<file path="src/rtl/hazard_unit_md_if.sv">
// Hazard-unit bundle: datapath-side register numbers and control bits in,
// forwarding selects, pipeline stall/flush and MDU tracking status out.
interface hazard_unit_md_if #(
    parameter int REG_AW = 5,
    parameter int CNT_W  = 16
);
    logic [REG_AW-1:0] rs_d;
    logic [REG_AW-1:0] rt_d;
    logic [REG_AW-1:0] rs_e;
    logic [REG_AW-1:0] rt_e;
    logic [REG_AW-1:0] writereg_e;
    logic [REG_AW-1:0] writereg_m;
    logic [REG_AW-1:0] writereg_w;
    logic              memtoreg_e;
    logic              memtoreg_m;
    logic              regwrite_e;
    logic              regwrite_m;
    logic              regwrite_w;
    logic              branch_d;
    logic              md_op_d;
    logic              md_start_e;
    logic              stall_cnt_clr;

    logic              forwarda_d;
    logic              forwardb_d;
    logic [1:0]        forwarda_e;
    logic [1:0]        forwardb_e;
    logic              stall_f;
    logic              stall_d;
    logic              flush_e;
    logic              md_busy;
    logic              md_done;
    logic [REG_AW-1:0] md_dest;
    logic [CNT_W-1:0]  stall_cnt;

    modport master (
        output rs_d, rt_d, rs_e, rt_e, writereg_e, writereg_m, writereg_w,
        output memtoreg_e, memtoreg_m, regwrite_e, regwrite_m, regwrite_w,
        output branch_d, md_op_d, md_start_e, stall_cnt_clr,
        input  forwarda_d, forwardb_d, forwarda_e, forwardb_e,
        input  stall_f, stall_d, flush_e, md_busy, md_done, md_dest, stall_cnt
    );

    modport slave (
        input  rs_d, rt_d, rs_e, rt_e, writereg_e, writereg_m, writereg_w,
        input  memtoreg_e, memtoreg_m, regwrite_e, regwrite_m, regwrite_w,
        input  branch_d, md_op_d, md_start_e, stall_cnt_clr,
        output forwarda_d, forwardb_d, forwarda_e, forwardb_e,
        output stall_f, stall_d, flush_e, md_busy, md_done, md_dest, stall_cnt
    );
endinterface

</file>
<file path="src/rtl/hazard_unit_md.sv">
// Hazard unit for the 5-stage MIPS pipeline: D/E forwarding, load-use, branch
// and MDU stalls, MDU in-flight tracking and a saturating stall-cycle counter.
module hazard_unit_md #(
    parameter int REG_AW = 5,
    parameter int MD_LAT = 4,
    parameter int CNT_W  = 16
) (
    input logic             clk,
    input logic             reset,
    hazard_unit_md_if.slave hif
);
    typedef enum logic {MD_IDLE, MD_BUSY} md_state_e;

    localparam logic [3:0] MD_RELOAD = 4'(MD_LAT - 1);

    md_state_e         state_q, state_d;
    logic [3:0]        cnt_q, cnt_d;
    logic [REG_AW-1:0] md_dest_q, md_dest_d;
    logic [CNT_W-1:0]  stall_cnt_q, stall_cnt_d;

    logic md_done;
    logic md_inflight;
    logic lwstall, branchstall, mdstall, stall;
    logic rd_e_hit, rd_m_hit, md_dest_hit;

    always_ff @(posedge clk) begin
        if (reset) begin
            state_q     <= MD_IDLE;
            cnt_q       <= '0;
            md_dest_q   <= '0;
            stall_cnt_q <= '0;
        end else begin
            state_q     <= state_d;
            cnt_q       <= cnt_d;
            md_dest_q   <= md_dest_d;
            stall_cnt_q <= stall_cnt_d;
        end
    end

    always_comb begin
        hif.forwarda_d = (hif.rs_d != '0) && (hif.rs_d == hif.writereg_m) && hif.regwrite_m;
        hif.forwardb_d = (hif.rt_d != '0) && (hif.rt_d == hif.writereg_m) && hif.regwrite_m;

        hif.forwarda_e = 2'b00;
        if ((hif.rs_e != '0) && (hif.rs_e == hif.writereg_m) && hif.regwrite_m)
            hif.forwarda_e = 2'b10;
        else if ((hif.rs_e != '0) && (hif.rs_e == hif.writereg_w) && hif.regwrite_w)
            hif.forwarda_e = 2'b01;

        hif.forwardb_e = 2'b00;
        if ((hif.rt_e != '0) && (hif.rt_e == hif.writereg_m) && hif.regwrite_m)
            hif.forwardb_e = 2'b10;
        else if ((hif.rt_e != '0) && (hif.rt_e == hif.writereg_w) && hif.regwrite_w)
            hif.forwardb_e = 2'b01;
    end

    // A reader in the md_done cycle is safe: the MDU write lands in the first
    // half-cycle and the register file read happens in the second.
    always_comb begin
        md_done     = (state_q == MD_BUSY) && (cnt_q == 4'd0);
        md_inflight = (state_q == MD_BUSY) && !md_done;

        rd_e_hit    = (hif.writereg_e != '0) &&
                      ((hif.writereg_e == hif.rs_d) || (hif.writereg_e == hif.rt_d));
        rd_m_hit    = (hif.writereg_m != '0) &&
                      ((hif.writereg_m == hif.rs_d) || (hif.writereg_m == hif.rt_d));
        md_dest_hit = (md_dest_q != '0) &&
                      ((md_dest_q == hif.rs_d) || (md_dest_q == hif.rt_d));

        lwstall     = hif.memtoreg_e && (hif.rt_e != '0) &&
                      ((hif.rt_e == hif.rs_d) || (hif.rt_e == hif.rt_d));
        branchstall = hif.branch_d &&
                      ((hif.regwrite_e && rd_e_hit) || (hif.memtoreg_m && rd_m_hit));
        mdstall     = (hif.md_op_d && (md_inflight || hif.md_start_e)) ||
                      (hif.md_start_e && rd_e_hit) ||
                      (md_inflight && md_dest_hit);
        stall       = lwstall || branchstall || mdstall;
    end

    // An issue while an operation is still in flight is dropped; an issue in
    // the md_done cycle reloads directly so md_busy never drops.
    always_comb begin
        state_d   = state_q;
        cnt_d     = cnt_q;
        md_dest_d = md_dest_q;
        case (state_q)
            MD_IDLE: begin
                if (hif.md_start_e) begin
                    state_d   = MD_BUSY;
                    cnt_d     = MD_RELOAD;
                    md_dest_d = hif.writereg_e;
                end
            end
            MD_BUSY: begin
                if (md_done) begin
                    if (hif.md_start_e) begin
                        cnt_d     = MD_RELOAD;
                        md_dest_d = hif.writereg_e;
                    end else begin
                        state_d = MD_IDLE;
                    end
                end else begin
                    cnt_d = cnt_q - 4'd1;
                end
            end
            default: state_d = MD_IDLE;
        endcase
    end

    always_comb begin
        stall_cnt_d = stall_cnt_q;
        if (hif.stall_cnt_clr)
            stall_cnt_d = '0;
        else if (stall && (stall_cnt_q != '1))
            stall_cnt_d = stall_cnt_q + CNT_W'(1);
    end

    always_comb begin
        hif.stall_d   = stall;
        hif.stall_f   = stall;
        hif.flush_e   = stall;
        hif.md_busy   = (state_q == MD_BUSY);
        hif.md_done   = md_done;
        hif.md_dest   = md_dest_q;
        hif.stall_cnt = stall_cnt_q;
    end
endmodule

</file>
<file path="src/flat_wrapper.sv">
// flat-port wrapper written by rule: the top's interface ports become plain ports
module hazard_unit_md_flat 
#(
    parameter int REG_AW = 5,
    parameter int MD_LAT = 4,
    parameter int CNT_W  = 16
)
  (clk, reset, hif_rs_d, hif_rt_d, hif_rs_e, hif_rt_e, hif_writereg_e, hif_writereg_m, hif_writereg_w, hif_memtoreg_e, hif_memtoreg_m, hif_regwrite_e, hif_regwrite_m, hif_regwrite_w, hif_branch_d, hif_md_op_d, hif_md_start_e, hif_stall_cnt_clr, hif_forwarda_d, hif_forwardb_d, hif_forwarda_e, hif_forwardb_e, hif_stall_f, hif_stall_d, hif_flush_e, hif_md_busy, hif_md_done, hif_md_dest, hif_stall_cnt);
  hazard_unit_md_if #(.REG_AW(REG_AW), .CNT_W(CNT_W)) hif_i ();
  input logic clk;
  input logic reset;
  input wire logic [$bits(hif_i.rs_d)-1:0] hif_rs_d;
  input wire logic [$bits(hif_i.rt_d)-1:0] hif_rt_d;
  input wire logic [$bits(hif_i.rs_e)-1:0] hif_rs_e;
  input wire logic [$bits(hif_i.rt_e)-1:0] hif_rt_e;
  input wire logic [$bits(hif_i.writereg_e)-1:0] hif_writereg_e;
  input wire logic [$bits(hif_i.writereg_m)-1:0] hif_writereg_m;
  input wire logic [$bits(hif_i.writereg_w)-1:0] hif_writereg_w;
  input wire logic [$bits(hif_i.memtoreg_e)-1:0] hif_memtoreg_e;
  input wire logic [$bits(hif_i.memtoreg_m)-1:0] hif_memtoreg_m;
  input wire logic [$bits(hif_i.regwrite_e)-1:0] hif_regwrite_e;
  input wire logic [$bits(hif_i.regwrite_m)-1:0] hif_regwrite_m;
  input wire logic [$bits(hif_i.regwrite_w)-1:0] hif_regwrite_w;
  input wire logic [$bits(hif_i.branch_d)-1:0] hif_branch_d;
  input wire logic [$bits(hif_i.md_op_d)-1:0] hif_md_op_d;
  input wire logic [$bits(hif_i.md_start_e)-1:0] hif_md_start_e;
  input wire logic [$bits(hif_i.stall_cnt_clr)-1:0] hif_stall_cnt_clr;
  output wire logic [$bits(hif_i.forwarda_d)-1:0] hif_forwarda_d;
  output wire logic [$bits(hif_i.forwardb_d)-1:0] hif_forwardb_d;
  output wire logic [$bits(hif_i.forwarda_e)-1:0] hif_forwarda_e;
  output wire logic [$bits(hif_i.forwardb_e)-1:0] hif_forwardb_e;
  output wire logic [$bits(hif_i.stall_f)-1:0] hif_stall_f;
  output wire logic [$bits(hif_i.stall_d)-1:0] hif_stall_d;
  output wire logic [$bits(hif_i.flush_e)-1:0] hif_flush_e;
  output wire logic [$bits(hif_i.md_busy)-1:0] hif_md_busy;
  output wire logic [$bits(hif_i.md_done)-1:0] hif_md_done;
  output wire logic [$bits(hif_i.md_dest)-1:0] hif_md_dest;
  output wire logic [$bits(hif_i.stall_cnt)-1:0] hif_stall_cnt;
  assign hif_i.rs_d = hif_rs_d;
  assign hif_i.rt_d = hif_rt_d;
  assign hif_i.rs_e = hif_rs_e;
  assign hif_i.rt_e = hif_rt_e;
  assign hif_i.writereg_e = hif_writereg_e;
  assign hif_i.writereg_m = hif_writereg_m;
  assign hif_i.writereg_w = hif_writereg_w;
  assign hif_i.memtoreg_e = hif_memtoreg_e;
  assign hif_i.memtoreg_m = hif_memtoreg_m;
  assign hif_i.regwrite_e = hif_regwrite_e;
  assign hif_i.regwrite_m = hif_regwrite_m;
  assign hif_i.regwrite_w = hif_regwrite_w;
  assign hif_i.branch_d = hif_branch_d;
  assign hif_i.md_op_d = hif_md_op_d;
  assign hif_i.md_start_e = hif_md_start_e;
  assign hif_i.stall_cnt_clr = hif_stall_cnt_clr;
  assign hif_forwarda_d = hif_i.forwarda_d;
  assign hif_forwardb_d = hif_i.forwardb_d;
  assign hif_forwarda_e = hif_i.forwarda_e;
  assign hif_forwardb_e = hif_i.forwardb_e;
  assign hif_stall_f = hif_i.stall_f;
  assign hif_stall_d = hif_i.stall_d;
  assign hif_flush_e = hif_i.flush_e;
  assign hif_md_busy = hif_i.md_busy;
  assign hif_md_done = hif_i.md_done;
  assign hif_md_dest = hif_i.md_dest;
  assign hif_stall_cnt = hif_i.stall_cnt;
  hazard_unit_md #(.REG_AW(REG_AW), .MD_LAT(MD_LAT), .CNT_W(CNT_W)) u_core (.clk(clk), .reset(reset), .hif(hif_i));
endmodule
</file>
<file path="config.mk">
export PLATFORM = sky130hd
export DESIGN_NAME = hazard_unit_md_flat
export DESIGN_NICKNAME = d
export VERILOG_FILES = /design/src/rtl/hazard_unit_md_if.sv /design/src/rtl/hazard_unit_md.sv /design/src/flat_wrapper.sv
export SDC_FILE = /design/constraint.sdc
export NUM_CORES = 1
export LEC_CHECK = 0
export ABC_AREA = 1
export BUFFER_PORTS_ARGS = -buffer_cell sky130_fd_sc_hd__buf_4
export CAP_MARGIN = 20
export CELL_PAD_IN_SITES_DETAIL_PLACEMENT = 0
export CELL_PAD_IN_SITES_GLOBAL_PLACEMENT = 1
export CORE_MARGIN = 3
export CORE_UTILIZATION = 36
export CTS_CLUSTER_SIZE = 25
export DETAILED_ROUTE_END_ITERATION = 6
export PLACE_DENSITY_LB_ADDON = 0.1
export SYNTH_ARGS = -nofsm -noshare
export SYNTH_HDL_FRONTEND = slang
export SYNTH_SLANG_ARGS = --single-unit
</file>
<file path="constraint.sdc">
create_clock -name clk -period 2.4 [get_ports clk]
set_input_delay 0.36 -clock clk [delete_from_list [all_inputs] [get_ports clk]]
set_output_delay 0.36 -clock clk [all_outputs]
set_load 0.01 [all_outputs]
</file>
==> impl_metrics.tcl <==
set metrics [dict create \
    synth_async_sr_flop_share 0 \
    clk_latency_ns 0.28 \
    worst_slack_ns 0.242 \
    hold_depth 2 \
    htreeDepth 1 \
    synth_top_area_frac 0.220 \
    route.detailed.drc 0 \
    yosys-top-cells-area "dfxtp_1 22%, nand2_1 19%, nor2_1 9.5%" \
    ys_warn_count 0 \
    crit_required_ns 2.04 \
    grt_usage 0.184 \
    critPathMaxFanout 5 \
    seq_area_frac_synth 0.220 \
    period_share 0.899 \
    slowest_stage "dfxtp_1" \
    placedCellCount 550 \
    viasPerCell 4.77 \
    ys_types 31 \
    port-buffer-count 77 \
    num_antenna_cells 0 \
    antenna_found_initial 0 \
    cp_cell_sequence "inv_1 -> ha_1 -> nand3_1 -> nand2_1 -> nand2_1 -> nand2_1 -> nand3_1 -> nor2_1 -> nand2_2 -> buf_4" \
    drv_slew 0 \
    max-slew-margin-rel 0.577 \
    fillCellCount 689 \
    rr_endpoint "u_core.hif.stall_cnt[13]$_SDFFE_PP0P_" \
    cts-root-buf "clkbuf_8" \
    postCtsSetupBuffers 0 \
    path_clk_slew_ns 0.10 \
    setup_violations 0 \
    rows 28 \
    die_area_sq_um 7590 \
    syn_inst 411 \
    max_freq_ghz 0.463 \
    die_h_um 87.1 \
    firstDrtPassIters 4 \
    rrSetupSlack_ns 0.47 \
    grt_setup_unrepaired "no" \
    irDropWorstVdd_mv 0.209 \
    power_frac_comb 0.316 \
    syn_area_sq_um 2370 \
    switchingPower_uw 384 \
    path_class "flip-flop to output pin" \
    synthFlopType "dfxtp_1" \
    crit_path_end_kind "output pin" \
    critPathTopFamily "simple AND/OR/NAND/NOR gates" \
    fin_cells 554 \
    cap_violations 0 \
    drt-initial-drc-count 101 \
    core_area_sq_um 6130 \
    cts_resized 0 \
    dp.final_hpwl_um 5590 \
    hold_start "reset" \
    worstSetupStartpointType "flip-flop" \
    finalCriticalPeriod_ns 2.16 \
    grt_max_degree 19 \
    finClkSkew_ns 0.00618 \
    p_seq_frac 0.381 \
    wl_um 6890 \
    hold_ws_ns 0.316 \
    place_congestion 0.886 \
    finalHoldViolCount 0 \
    cellLeakagePower_nw 1.58 \
    cts_made_buffers 3 \
    worstPathArrival_ns 1.80 \
    intPower_uw 845 \
    clock_power_share 0.304 \
    r2r_start "u_core.cnt_q[0]$_SDFF_PP0_" \
    tightest_slew_ns 0.618 \
    syn-num-nets 460 \
    drive_gt1_frac 0.203 \
    cts_tree "done" \
    cts.sinks 26 \
    antenna_left 0 \
    worstHoldPathType "input port to flip-flop" \
    place_ws_ns 0.339 \
    syn_area_per_cell_sq_um 5.77 \
    synth_seq_cells 26 \
    swShare 0.313 \
    crit_top_cell "nand2_1" \
    grt_pass1_wl_um 11400 \
    start_util 0.387 \
    setup_tns_ns 0 \
    synth_top_area_cell "dfxtp_1" \
    reg2reg_depth 14 \
    crit_path_max_incr_delay_ns 0.34 \
    io_pins 78 \
    postCtsHoldBufs 0 \
    vias 2645 \
    max-clock-path-buffers 2 \
    min_to "u_core.hif.md_dest[4]$_SDFFE_PP0P_" \
    detail_route.wl_per_cell_um 12.4 \
    grt_overflow 0 \
    worst-path-buf-inv 2 \
    synth_edf_count 0 \
    multi_input_comb_area_sq_um 1520 \
    layout.nets 529 \
    seq_area_sq_um 520 \
    status "completed" \
    grt_pass1_vias 2403 \
    power_density_nw_per_um2 404 \
    dieWidth_um 87.1 \
    area_growth_pct 28.4 \
]
## synthesized netlist by cell type, types with 4 or more instances
cell / instances
nor3_1: 8
nand2_1: 120
o21ai_0: 4
nand4_1: 7
dfxtp_1: 26
buf_2: 5
nor2_1: 60
xor2_1: 14
buf_4: 6
inv_2: 7
inv_1: 52
a21oi_1: 21
xnor2_1: 14
nand3_1: 30
a211oi_1: 8
clkbuf_2: 4
## flip-flops by register name, indices dropped and copies added, names as in the netlist
register,flops
u_core.hif.md_busy,1
u_core.hif.md_dest,5
u_core.hif.stall_cnt,16
u_core.cnt_q,4
## metal layers
metal	up-vias	wire length (um)	track usage
li1	1435	-	-
met1	1142	3350	0.256
met2	64	3040	0.306
met5	-	0	0
met3	4	472	0.0350
met4	0	21	0.0167
## worst register-to-register path, cell delays in order (launching register included)
cell and delay, ns:
dfxtp_1 0.37, inv_1 0.09, ha_1 0.20, nand3_1 0.10, nand2_1 0.12, a31oi_1 0.17, nand2_1 0.08, nand3_1 0.07
nor2_1 0.05, nand2_2 0.12, buf_4 0.24, nand2_1 0.10, nand2_1 0.06, nand2_1 0.04, nor2_1 0.07
## layout by cell type, fill, tap and decap left out
cell type	Yosys	routed
o22ai_1	2	2
o21ai_0	4	4
nand3_1	30	30
nand2_1	120	120
xnor2_1	14	14
buf_4	6	82
a31oi_1	1	1
nand4_1	7	7
nor4_1	2	2
nor3_2	1	1
clkbuf_8	0	3
a21oi_1	21	21
o2111ai_1	3	3
a211oi_1	8	8
and3_1	1	1
dfxtp_1	26	26
xor2_1	14	14
ha_1	3	3
a221oi_1	1	1
nor2_1	60	60
a2111oi_0	1	1
nor3_1	8	8
inv_2	7	7
and2_1	1	1
nand3b_1	1	1
bufinv_16	0	1
nand2_2	3	3
inv_1	52	52
a311oi_1	2	2
## cell families (layout without fill, tap and decap cells)
logic type      after synthesis  after routing  share of synthesized area
buf+inv                      77            145                      0.139
xor+xnor                     28             28                      0.103
fa+ha+maj                     3              3                     0.0158
simple gates                234            234                      0.410
flops                        26             26                      0.220
compound gates               43             43                      0.112
## through the flow
step | power (mW) | util | area, sq um
5_1_grt | 1.31 | 0.496 | 3040
3_3_place_gp | 0.863 | 0.484 | 2970
3_5_place_dp | 0.867 | 0.484 | 2970
2_1_floorplan | 0.719 | - | 2370
4_1_cts | 1.24 | 0.496 | 3040
6_report | 1.23 | 0.496 | 3040
## area by class of cell
cell class,count,share of cell area
clock buffer,3,0.0136
inverter,59,0.0728
multi-input combinational,308,0.499
clock inverter,1,0.00987
sequential,26,0.171
tap,75,0.0309
timing repair buffer,82,0.202
## worst max path at each step
stage               slack, ns  depth (start not counted)                       start                end
floorplan                0.30                          6           hif_writereg_m[3]  hif_forwardb_e[0]
global placement         0.38                          8           hif_writereg_m[0]  hif_forwardb_e[0]
detailed placement       0.34                          8           hif_writereg_m[0]  hif_forwardb_e[0]
CTS                      0.22                         10  u_core.cnt_q[0]$_SDFF_PP0_        hif_flush_e
global route             0.04                         10  u_core.cnt_q[0]$_SDFF_PP0_        hif_stall_d
finish                   0.24                         10  u_core.cnt_q[0]$_SDFF_PP0_        hif_stall_f
## power groups by stage
stage | Sequential (mW) | Combinational (mW) | Clock (mW)
after CTS | 0.468 | 0.391 | 0.383
final | 0.468 | 0.388 | 0.373
after detailed placement | 0.478 | 0.390 | 0
after global placement | 0.478 | 0.385 | 0
after global routing | 0.471 | 0.440 | 0.402
after floorplan | 0.479 | 0.240 | 0
Power figures use the tool's default switching activity.
